==> config.mk <==
export PLATFORM = sky130hd
export DESIGN_NAME = adsr_env
export DESIGN_NICKNAME = d
export VERILOG_FILES = /design/src/rtl/adsr_env.sv
export SDC_FILE = /design/constraint.sdc
export NUM_CORES = 1
export LEC_CHECK = 0
export CORE_UTILIZATION = 49
export DETAILED_ROUTE_END_ITERATION = 8
export HOLD_SLACK_MARGIN = 0.06
export PLACE_DENSITY = 0.78
export SLEW_MARGIN = 30
export SYNTH_ARGS = -nofsm -noshare
export SYNTH_HDL_FRONTEND = slang
export SYNTH_SLANG_ARGS = --single-unit
==> constraint.sdc <==
create_clock -name clk -period 4 [get_ports clk]
set_input_delay 1.2 -clock clk [delete_from_list [all_inputs] [get_ports clk]]
set_output_delay 1.2 -clock clk [all_outputs]
set_load 0.02 [all_outputs]
==> src/rtl/adsr_env.sv <==
// ============================================================================
// adsr_env -- parametrised ADSR envelope generator for the synth voice path.
//
// Purpose:
//   Produces a registered envelope level (OUTVALUE) that climbs during
//   ATTACK, falls to the sustain level during DECAY, holds in SUSTAIN while
//   the gate (START) is high and falls to zero in RELEASE once it drops.
//   Each stage advances one level step every <stage interval>+1 cycles.
//
// Parameters:
//   OUT_W   envelope level width, MAX = 2**OUT_W - 1
//   INT_W   width of the stage intervals and of the tick counter
//   RETRIG  0: a gate rise restarts attack from 0; 1: legato, attack resumes
//           from the current level
//
// Optional build macro:
//   ADSR_ENV_HOLD_EN  adds H_INTERVAL and a HOLD stage (STAGE=5) that keeps
//                     MAX for H_INTERVAL+1 cycles between ATTACK and DECAY.
//
// Ports:
//   clk         in   clock, rising edge
//   rst         in   synchronous active-high reset
//   A_INTERVAL  in   attack cycles per step minus 1
//   D_INTERVAL  in   decay cycles per step minus 1
//   SUS_LVL     in   sustain level
//   R_INTERVAL  in   release cycles per step minus 1
//   H_INTERVAL  in   hold length minus 1 (ADSR_ENV_HOLD_EN only)
//   START       in   gate, high while the note is held
//   OUTVALUE    out  envelope level (registered)
//   RUNNING     out  high whenever the generator is not IDLE
//   STAGE       out  0 IDLE, 1 ATTACK, 2 DECAY, 3 SUSTAIN, 4 RELEASE, 5 HOLD
//   DONE        out  one-cycle pulse on RELEASE -> IDLE
// ============================================================================
module adsr_env #(
    parameter int OUT_W  = 7,
    parameter int INT_W  = 32,
    parameter int RETRIG = 0
) (
    input  logic             clk,
    input  logic             rst,
    input  logic [INT_W-1:0] A_INTERVAL,
    input  logic [INT_W-1:0] D_INTERVAL,
    input  logic [OUT_W-1:0] SUS_LVL,
    input  logic [INT_W-1:0] R_INTERVAL,
`ifdef ADSR_ENV_HOLD_EN
    input  logic [INT_W-1:0] H_INTERVAL,
`endif
    input  logic             START,
    output logic [OUT_W-1:0] OUTVALUE,
    output logic             RUNNING,
    output logic [2:0]       STAGE,
    output logic             DONE
);

    typedef enum logic [2:0] {
        IDLE    = 3'd0,
        ATTACK  = 3'd1,
        DECAY   = 3'd2,
        SUSTAIN = 3'd3,
        RELEASE = 3'd4,
        HOLD    = 3'd5
    } state_t;

    localparam logic [OUT_W-1:0] MAX     = '1;
    localparam logic [OUT_W-1:0] ONE_LVL = {{(OUT_W-1){1'b0}}, 1'b1};
    localparam logic [INT_W-1:0] ONE_CNT = {{(INT_W-1){1'b0}}, 1'b1};

`ifdef ADSR_ENV_HOLD_EN
    localparam state_t ATTACK_DONE = HOLD;
`else
    localparam state_t ATTACK_DONE = DECAY;
`endif

    state_t           state_q, state_d;
    logic [OUT_W-1:0] out_q, out_d;
    logic [INT_W-1:0] cnt_q, cnt_d;
    logic             done_q, done_d;
    logic             start_q;
    logic             armed_q;

    logic [INT_W-1:0] cur_int;
    logic             tick;
    logic             rise;
    logic [OUT_W-1:0] lvl_inc;
    logic [OUT_W-1:0] lvl_dec;

    // armed_q only rises once START has been seen low, so a gate that is
    // already high while reset is applied cannot fake a rising edge after
    // reset is released.
    assign rise    = START & ~start_q & armed_q;
    assign lvl_inc = out_q + ONE_LVL;
    assign lvl_dec = out_q - ONE_LVL;

    always_comb begin
        cur_int = '0;
        case (state_q)
            ATTACK:  cur_int = A_INTERVAL;
            DECAY:   cur_int = D_INTERVAL;
            RELEASE: cur_int = R_INTERVAL;
`ifdef ADSR_ENV_HOLD_EN
            HOLD:    cur_int = H_INTERVAL;
`endif
            default: cur_int = '0;
        endcase
    end

    // Intervals are read live, so ">=" (not "==") makes a lowered interval
    // tick on the very next edge instead of waiting for the counter to wrap.
    assign tick = (cnt_q >= cur_int);

    always_comb begin
        state_d = state_q;
        out_d   = out_q;
        cnt_d   = tick ? '0 : (cnt_q + ONE_CNT);
        done_d  = 1'b0;

        case (state_q)
            IDLE: begin
                if (rise) begin
                    state_d = ATTACK;
                    if (RETRIG == 0) out_d = '0;
                end
            end

            ATTACK: begin
                if (!START) begin
                    state_d = RELEASE;
                end else if (out_q == MAX) begin
                    state_d = ATTACK_DONE;
                end else if (tick) begin
                    out_d = lvl_inc;
                    if (lvl_inc == MAX) state_d = ATTACK_DONE;
                end
            end

`ifdef ADSR_ENV_HOLD_EN
            HOLD: begin
                if (!START) begin
                    state_d = RELEASE;
                end else if (tick) begin
                    state_d = DECAY;
                end
            end
`endif

            DECAY: begin
                if (!START) begin
                    state_d = RELEASE;
                end else if (out_q <= SUS_LVL) begin
                    state_d = SUSTAIN;
                end else if (tick) begin
                    out_d = lvl_dec;
                    if (lvl_dec == SUS_LVL) state_d = SUSTAIN;
                end
            end

            SUSTAIN: begin
                if (!START) state_d = RELEASE;
            end

            RELEASE: begin
                if (rise) begin
                    state_d = ATTACK;
                    if (RETRIG == 0) out_d = '0;
                end else if (out_q == '0) begin
                    state_d = IDLE;
                    done_d  = 1'b1;
                end else if (tick) begin
                    out_d = lvl_dec;
                    if (lvl_dec == '0) begin
                        state_d = IDLE;
                        done_d  = 1'b1;
                    end
                end
            end

            default: begin
                state_d = IDLE;
                out_d   = '0;
            end
        endcase

        // Every state entry starts the stage timing afresh.
        if (state_d != state_q) cnt_d = '0;
    end

    always_ff @(posedge clk) begin
        if (rst) begin
            state_q <= IDLE;
            out_q   <= '0;
            cnt_q   <= '0;
            done_q  <= 1'b0;
            start_q <= 1'b0;
            armed_q <= ~START;
        end else begin
            state_q <= state_d;
            out_q   <= out_d;
            cnt_q   <= cnt_d;
            done_q  <= done_d;
            start_q <= START;
            armed_q <= armed_q | ~START;
        end
    end

    assign OUTVALUE = out_q;
    assign RUNNING  = (state_q != IDLE);
    assign STAGE    = state_q;
    assign DONE     = done_q;

endmodule

==> impl_metrics.tcl, run 1 <==
set metrics [dict create \
    drc 0 \
    power_density_mw_per_mm2 200 \
    antenna_found_initial 0 \
    cp-startpoint "D_INTERVAL[0]" \
    wire_per_inst_um 15.3 \
    drtPass1Iterations 5 \
    clk_latency_ns 0.30 \
    ir_drop_v 0.000133 \
    fin_crit_sh_pct 95.0 \
    nets 808 \
    worst_ep_arrival_time_ns 4.04 \
    ys_ff_latch 45 \
    slew_violations 0 \
    gp_congestion 0.905 \
    cts_buffers 5 \
    grt_busiest_layer "met2" \
    core_region_area_mm2 0.00818 \
    die_h_um 93.8 \
    cellLeakagePower_nw 2.19 \
    holdWs_ns 0.529 \
    critPathLaunchType "input pin" \
    drv_cap 0 \
    synth_edf_count 0 \
    dieArea_mm2 0.00880 \
    clk_pin_slew_ns 0.09 \
    synth_cell_types 69 \
    hp-class "flip-flop to flip-flop" \
    die_x_um 93.8 \
    synth_nets 693 \
    drive_gt1_share_pct 8.19 \
    htree_num_levels 2 \
    ys.flop_type "dfxtp_1" \
    io_pins 118 \
    crit_type "input pin to flip-flop" \
    async_flop_share_pct 0 \
    overflow 0 \
    setup_viol 0 \
    status "finished, final reports clean" \
    ys_seq_area_share_pct 21.8 \
    drt_iter0_drc 246 \
    syn_to_final_growth_pct 36.8 \
    fin_total_pwr_w 0.00113 \
    cts_tree "built" \
    max_freq_mhz 263 \
    ant_nets 0 \
    cts_sinks 45 \
    hold_viol 0 \
    skew_ns 0.00707 \
    period_needed_ns 3.80 \
    n_antenna_cell 0 \
    post_synth_inst_count 543 \
    use_met1_pct 34.5 \
    syn_area_per_cell_um2 7.61 \
    yosysWarnings 0 \
    track_usage_pct 27.0 \
    grt_first_pass_wirelength_mm 18.9 \
    use_met2_pct 45.7 \
    grt_pass1_vias 4098 \
    r2r-start "STAGE[1]$_SDFF_PP0_" \
    rsz0062_at_grt "no" \
    grt_start_max_net_pins 44 \
    grt_use_met3_pct 4.61 \
    dpl.hpwl_mm 9.07 \
    rows 33 \
    syn-cell-area_mm2 0.00413 \
    initial_core_util_pct 50.5 \
    wl_mm 11.7 \
    num_vias 4400 \
    root_buffer "clkbuf_8" \
    slew_headroom_pct 59.0 \
    hold_start "cnt_q[0]$_SDFF_PP0_" \
    cp_max_fo 32 \
    end_kind "flip-flop" \
    viasPerCell 5.76 \
    io_buffers 117 \
    clockBufferDepth 2 \
    cp.required_ns 4.24 \
    max_slew.worst_pin.slew_ns 0.614 \
]
## state kept, by name, summed over array words and instances (netlist names)
register  count
DONE          1
start_q       1
OUTVALUE      7
armed_q       1
STAGE         3
cnt_q        32
## synthesized netlist by cell type, types with 2 or more instances
library cell	number	area, um2
xnor2_1	18	158
inv_1	21	78.8
o22ai_1	2	12.5
and4_1	6	52.6
xor2_1	21	184
nand3b_1	2	15.0
a21o_1	2	15.0
nor4_1	2	12.5
ha_1	44	551
o31ai_1	5	37.5
nor2b_1	8	50.1
o2111ai_1	2	17.5
o211ai_1	4	30.0
a211oi_1	2	15.0
and3_1	6	37.5
dfxtp_1	45	901
nand4_1	11	68.8
a311oi_1	2	17.5
a21oi_1	57	285
nand2b_1	4	25.0
nand2_1	35	131
nor3_1	6	30.0
or3_1	6	37.5
or2b_2	2	17.5
clkbuf_1	23	86.3
o21ai_0	16	80.1
or4b_1	2	20.0
nor2_1	93	349
nand3_1	20	100
and2_1	3	18.8
buf_4	3	22.5
a22oi_1	32	240
o2bb2ai_1	2	17.5
## cell type report
class / count / area (um2)
Multi-Input combinational cell: 449 / 3080
Fill cell: 673 / 2520
Timing Repair Buffer: 136 / 1350
Sequential cell: 45 / 901
Tap cell: 105 / 131
Inverter: 21 / 78.8
Clock buffer: 6 / 72.6
Clock inverter: 2 / 38.8
## placed cells by master, fill, tap and decap left out, types with 11 or more instances in the layout
cell type	count
nand3_1	20
inv_1	21
nand4_1	11
a21oi_1	57
xor2_1	21
xnor2_1	18
clkdlybuf4s50_1	117
ha_1	44
o21ai_0	15
a22oi_1	31
dfxtp_1	45
buf_4	16
nand2_1	35
nor2_1	91
## final timing paths
check                                      endpoint  slack, ns  cells after the start
worst max-delay path            cnt_q[5]$_SDFF_PP0_       0.20                     12
worst min-delay path            cnt_q[0]$_SDFF_PP0_       0.53                      1
worst max register to register  cnt_q[5]$_SDFF_PP0_       0.44                     13
worst min register to register  cnt_q[0]$_SDFF_PP0_       0.53                      1
## cells by family (layout without fill, tap and decap cells)
| group | Yosys count | count (layout) | synth area share [%] |
|---|---|---|---|
| DFF | 45 | 45 | 21.8 |
| xor gates and xnor gates | 39 | 39 | 8.27 |
| AOI/OAI and AO/OA | 152 | 152 | 26.4 |
| buffers and inverters | 49 | 165 | 5.00 |
| muxes | 1 | 1 | 0.273 |
| adders and majority gates | 44 | 44 | 13.3 |
| and+or+nand+nor | 213 | 213 | 24.9 |
## metal layers
metal / vias up / share of wire, %
met5: - / 0
met4: 0 / 1.9
met3: 18 / 5.5
met2: 158 / 48
met1: 2022 / 45
li1: 2202 / -
## per-stage QoR
step | instance area (um2) | worst slack (ns) | std cells | util (%) | setup TNS (ns)
global route | 5650 | 0.0470 | 764 | 69.1 | 0
finish | 5650 | 0.202 | 764 | 69.1 | 0
detailed placement | 5500 | -0.254 | 756 | 67.2 | -9.24
global placement | 5500 | -0.226 | 756 | 67.2 | -7.89
floorplan | 4130 | 0.371 | 543 | - | 0
CTS | 5610 | 0.0656 | 764 | 68.6 | 0
## worst max-delay path, cell delays in order
cell	delay, ns
clkdlybuf4s50_1	0.40
a22oi_1	0.16
o21ai_0	0.10
ha_1	0.29
or2b_2	0.32
a2111oi_4	0.37
or4b_4	0.21
a31oi_4	0.14
a2111oi_4	0.39
o31ai_4	0.14
buf_12	0.19
nor2_1	0.12
## what timing repair did
| action | CTS | global route |
|---|---|---|
| setup buffers | 0 | 0 |
| resized for setup | 0 | 10 |
| endpoints found under the setup margin | 0 | 41 |
| hold buffers | 0 | 0 |
## power breakdown
group          switching [W]  leakage, nW  internal (W)
clock network       0.000160       0.0554      0.000188
logic               0.000140         1.77      0.000181
registers         0.00000903        0.364      0.000455
total               0.000309         2.19      0.000824
(Power assumes the default switching activity.)
==> run 2: changes to the inputs <==
clock period = 4.3 ns   (was 4 ns; I/O delays follow)
==> impl_metrics.tcl, run 2 (synthesis results as in run 1) <==
set metrics [dict create \
    fillers 700 \
    cts_tree "built" \
    drc 0 \
    core_region_area_mm2 0.00818 \
    cts_setup_buffers 0 \
    antenna_found_initial 0 \
    worst_ep_arrival_time_ns 4.32 \
    ant_nets 0 \
    dieArea_mm2 0.00880 \
    preCtsSetupSlack_ns -0.120 \
    drtPass1Iterations 5 \
    grt_start_max_net_pins 44 \
    initial_core_util_pct 50.5 \
    clk_latency_ns 0.30 \
    largest-register "cnt_q" \
    setup_viol 0 \
    cts_sinks 45 \
    dpl.hpwl_mm 9.14 \
    drv_cap 0 \
    htree_num_levels 2 \
    hp-class "flip-flop to flip-flop" \
    r2r_cells 13 \
    switching_share_pct 28.6 \
    max_freq_mhz 245 \
    syn_to_final_growth_pct 33.7 \
    drive_gt1_share_pct 6.30 \
    largest_register_ffs 32 \
    place_area_mm2 0.00543 \
    layout_common_cells "117 x clkdlybuf4s50_1, 92 x nor2_1, 57 x a21oi_1, 45 x dfxtp_1, 44 x ha_1" \
    rrSetupSlack_ns 0.36 \
    max_slew.worst_pin.slew_ns 0.617 \
    end_kind "flip-flop" \
    grt_pass1_vias 3916 \
    wl_mm 11.7 \
    fin_crit_sh_pct 94.9 \
    slew_headroom_pct 58.7 \
    period_needed_ns 4.08 \
    power_density_mw_per_mm2 179 \
    io_pins 118 \
    grt_first_pass_wirelength_mm 18.8 \
    combinationalPowerShare_pct 28.3 \
    skew_ns 0.0100 \
    die_h_um 93.8 \
    internal-power_w 0.000706 \
    viasPerCell 5.82 \
    endpoint "cnt_q[14]$_SDFF_PP0_" \
    ctsResizeCount 0 \
    gp_congestion 0.859 \
    cp.required_ns 4.54 \
    final_common_cell "clkdlybuf4s50_1" \
    clock_power_share_pct 28.0 \
    seq_power_share_pct 43.7 \
    cellLeakagePower_nw 2.14 \
    worst_slack_ns 0.221 \
    p_sw_w 0.000282 \
    hold_viol 0 \
    slew_violations 0 \
    overflow 0 \
    rr_endpoint "OUTVALUE[4]$_SDFFE_PP0P_" \
    n_antenna_cell 0 \
    die_x_um 93.8 \
    rsz0062_at_grt "no" \
    status "finished, final reports clean" \
    fin_area_mm2 0.00552 \
    wire_per_inst_um 15.5 \
    track_usage_pct 26.9 \
    critPathLaunchType "input pin" \
    r2r-start "STAGE[1]$_SDFF_PP0_" \
    clockBufferDepth 2 \
    cp_max_fo 32 \
    cts_hold_buf 0 \
    cp-startpoint "D_INTERVAL[0]" \
    num_vias 4400 \
    root_buffer "clkbuf_8" \
    cts_buffers 5 \
    rows 33 \
    crit_type "input pin to flip-flop" \
    ir_drop_v 0.000141 \
    drt_iter0_drc 209 \
    clk_pin_slew_ns 0.09 \
    io_buffers 117 \
    nets 801 \
]
[run 2: metrics by stage]
step / total power, W / TNS, ns / std cells / utilization (%) / hold WS, ns
2_1_floorplan: 0.000575 / 0 / 543 / - / 0.441
3_3_place_gp: 0.000713 / -2.11 / 749 / 66.4 / 0.465
3_5_place_dp: 0.000720 / -3.39 / 749 / 66.4 / 0.472
4_1_cts: 0.000992 / 0 / 756 / 67.5 / 0.496
5_1_grt: 0.00104 / 0 / 756 / 67.5 / 0.510
6_report: 0.000989 / 0 / 756 / 67.5 / 0.491
[run 2: worst min-delay path by stage]
stage | slack (ns) | cells after the start | start | endpoint
6_report | 0.49 | 1 | cnt_q[0]$_SDFF_PP0_ | cnt_q[0]$_SDFF_PP0_
5_1_grt | 0.51 | 2 | armed_q$_DFF_P_ | armed_q$_DFF_P_
4_1_cts | 0.50 | 1 | cnt_q[0]$_SDFF_PP0_ | cnt_q[0]$_SDFF_PP0_
3_5_place_dp | 0.47 | 1 | cnt_q[0]$_SDFF_PP0_ | cnt_q[0]$_SDFF_PP0_
3_3_place_gp | 0.46 | 1 | cnt_q[0]$_SDFF_PP0_ | cnt_q[0]$_SDFF_PP0_
2_1_floorplan | 0.44 | 1 | cnt_q[0]$_SDFF_PP0_ | cnt_q[0]$_SDFF_PP0_
[run 2: power groups by stage]
stage	Clock [W]	Combinational, W	Sequential [W]
after global placement	0	0.000271	0.000441
final	0.000277	0.000279	0.000432
after CTS	0.000281	0.000279	0.000432
after floorplan	0	0.000134	0.000441
after global routing	0.000301	0.000303	0.000434
after detailed placement	0	0.000279	0.000442
[run 2: final cells by class]
| cell class | instances | area (um2) | area share, % |
|---|---|---|---|
| Timing Repair Buffer | 129 | 1290 | 23.3 |
| Sequential cell | 45 | 901 | 16.3 |
| Clock inverter | 1 | 7.51 | 0.136 |
| Inverter | 21 | 78.8 | 1.43 |
| Clock buffer | 6 | 82.6 | 1.50 |
| Tap cell | 105 | 131 | 2.38 |
| Multi-Input combinational cell | 449 | 3030 | 54.9 |
[run 2: worst max-delay path, cell delays in order]
cell	delay, ns
clkdlybuf4s50_1	0.39
a22oi_1	0.16
o21ai_0	0.10
ha_1	0.29
or2b_2	0.29
a2111oi_0	0.55
or4b_1	0.25
a31oi_4	0.11
buf_4	0.19
a2111oi_4	0.25
o31ai_4	0.14
buf_12	0.19
nor2_1	0.11
[run 2: layer usage]
layer / track usage [%] / vias up / part of all wire (%)
li1: - / 2190 / -
met5: 0 / - / 0
met1: 35.9 / 2063 / 45
met2: 46.8 / 140 / 49
met4: 3.72 / 0 / 0.38
met3: 3.56 / 7 / 5.9
==> run 3: changes to the inputs <==
ABC_AREA = 1   (was unset)
CORE_UTILIZATION = 50   (was 49)
==> impl_metrics.tcl, run 3 <==
set metrics [dict create \
    gp_congestion 0.897 \
    track_usage_pct 25.9 \
    largest_register_ffs 32 \
    htree_num_levels 2 \
    instances_no_fill 825 \
    layout_common_cells "117 x nand2_1, 117 x clkdlybuf4s50_1, 61 x inv_1, 59 x a21oi_1, 46 x nor2_1" \
    crit_type "input pin to flip-flop" \
    ant_nets 0 \
    drc 0 \
    period_needed_ns 4.00 \
    grt_pass1_vias 4153 \
    status "finished, final reports clean" \
    cp.required_ns 4.54 \
    cts_tree "built" \
    yosysTopAreaCell "dfxtp_1" \
    dieArea_mm2 0.00923 \
    overflow 0 \
    ys.flop_type "dfxtp_1" \
    crit_slowest_cell "clkdlybuf4s50_1" \
    r2r_cells 21 \
    min_path_cells 1 \
    root_buffer "clkbuf_8" \
    syn-cell-area_mm2 0.00443 \
    holdWs_ns 0.480 \
    grt_first_pass_wirelength_mm 18.8 \
    yosysWarnings 0 \
    yosysMostFrequentCell "nand2_1" \
    synth_nets 755 \
    clockBufferDepth 2 \
    cts_setup_buffers 0 \
    initial_core_util_pct 52.8 \
    cellLeakagePower_nw 2.40 \
    synth.top_cell.area_share_pct 20.4 \
    synth_edf_count 0 \
    skew_ns 0.00383 \
    num_vias 4394 \
    worst_ep_arrival_time_ns 4.23 \
    hold_viol 0 \
    die_x_um 96.1 \
    path_cells "clkdlybuf4s50_1, a22o_1, a21oi_1, ha_1, a21oi_1, o21ai_1, nand2_1, nand2_1, nor2_1, nand2_4, nand2_1, nand3_1, a21boi_2, nor2_1, nor2_2, nand2_4, buf_12, nor2_1" \
    async_flop_share_pct 0 \
    ctsResizeCount 0 \
    critPathLaunchType "input pin" \
    switching_share_pct 29.8 \
    drive_gt1_share_pct 12.9 \
    grt_start_max_net_pins 26 \
    slew_violations 0 \
    cts_hold_buf 0 \
    slew_headroom_pct 61.6 \
    die_h_um 96.1 \
    fin_crit_sh_pct 92.9 \
    synth_cell_types 42 \
    synth_common_cells "117 x nand2_1, 61 x inv_1, 59 x a21oi_1" \
    wire_per_inst_um 14.0 \
    drv_cap 0 \
    internal-power_w 0.000757 \
    place_inst 818 \
    ys_seq_area_share_pct 20.4 \
    syn_area_per_cell_um2 7.32 \
    drtPass1Iterations 5 \
    n_antenna_cell 0 \
    largest-register "cnt_q" \
    max_freq_mhz 250 \
    nets 870 \
    drt_iter0_drc 174 \
    fillers 703 \
    rsz0062_at_grt "no" \
    syn_to_final_growth_pct 31.3 \
    viasPerCell 5.33 \
    io_buffers 117 \
    cts_sinks 45 \
    end_kind "flip-flop" \
    antenna_found_initial 0 \
    core_region_area_mm2 0.00838 \
    hp-class "flip-flop to flip-flop" \
    wl_mm 11.5 \
    synth_area_leaders "dfxtp_1 20%, ha_1 12%, nand2_1 9.9%" \
    ir_drop_v 0.000116 \
    power_density_mw_per_mm2 186 \
    setup_viol 0 \
    dpl.hpwl_mm 9.23 \
    io_pins 118 \
    p_sw_w 0.000322 \
    clk_latency_ns 0.29 \
    clk_pin_slew_ns 0.08 \
    seq_power_share_pct 39.6 \
    cts_buffers 5 \
    clock_power_share_pct 28.9 \
    combinationalPowerShare_pct 31.5 \
    cp_max_fo 11 \
    post_synth_inst_count 605 \
    crit_path_max_incr_delay_ns 0.40 \
    setup-tns-final_ns 0 \
    ys_ff_latch 45 \
    max_slew.worst_pin.slew_ns 0.575 \
    rows 33 \
]
[run 3: changes by cell type after synthesis, moves of 14 or more]
cell,change
a22o_1,+31
clkbuf_1,-14
inv_1,+40
a22oi_1,-32
nor2_4,+34
nand2_1,+82
nor2_1,-47
[run 3: final cells by class]
cell class                 count  area, um2  area share (%)
clock buffer                   5       68.8            1.18
clock inverter                 2       35.0           0.603
inverter                      74        278            4.78
multi-input combinational    467       3120            53.6
sequential                    45        901            15.5
tap                          105        131            2.26
timing repair buffer         127       1280            22.1
[run 3: path summary, 6_finish.rpt]
check | from | endpoint | slack, ns
worst max-delay path | D_INTERVAL[25] | cnt_q[0]$_SDFF_PP0_ | 0.30
worst min-delay path | cnt_q[0]$_SDFF_PP0_ | cnt_q[0]$_SDFF_PP0_ | 0.48
worst max register to register | STAGE[1]$_SDFF_PP0_ | cnt_q[0]$_SDFF_PP0_ | 0.62
worst min register to register | cnt_q[0]$_SDFF_PP0_ | cnt_q[0]$_SDFF_PP0_ | 0.48
[run 3: cell families (layout without fill, tap and decap cells)]
logic type	Yosys count	count (layout)	synth area share (%)
flops	45	45	20.4
fa+ha+maj	44	44	12.4
xor+xnor	38	38	8.17
simple gates	267	267	33.1
compound gates	118	118	16.7
buf+inv	93	208	9.24
[run 3: critical path, delay by kind of cell]
family          cells  cell delay, ns
simple gates       10            1.19
compound gates      5            0.85
buf+inv             2            0.61
fa+ha+maj           1            0.28
[run 3: per-stage QoR]
stage          utilization (%)  total power, W  setup WS (ns)  cell area [um2]
6_report                  69.4         0.00108          0.303             5810
5_1_grt                   69.4         0.00114         0.0783             5810
4_1_cts                   69.4         0.00109          0.304             5810
3_5_place_dp              68.1        0.000777       -0.00142             5710
3_3_place_gp              68.1        0.000770          0.143             5710
2_1_floorplan                -        0.000630           1.01             4430
[run 3: metal layers]
layer | GRT usage [%] | part of all wire [%]
met1 | 33.2 | 45
met2 | 44.8 | 46
met3 | 4.19 | 8.1
met4 | 7.09 | 0.92
met5 | 0 | 0
[run 3: power groups by stage]
stage	Clock (W)	Combinational, W	Sequential, W
6_report	0.000312	0.000339	0.000427
5_1_grt	0.000335	0.000375	0.000428
4_1_cts	0.000322	0.000342	0.000428
3_5_place_dp	0	0.000340	0.000437
3_3_place_gp	0	0.000332	0.000437
2_1_floorplan	0	0.000193	0.000437
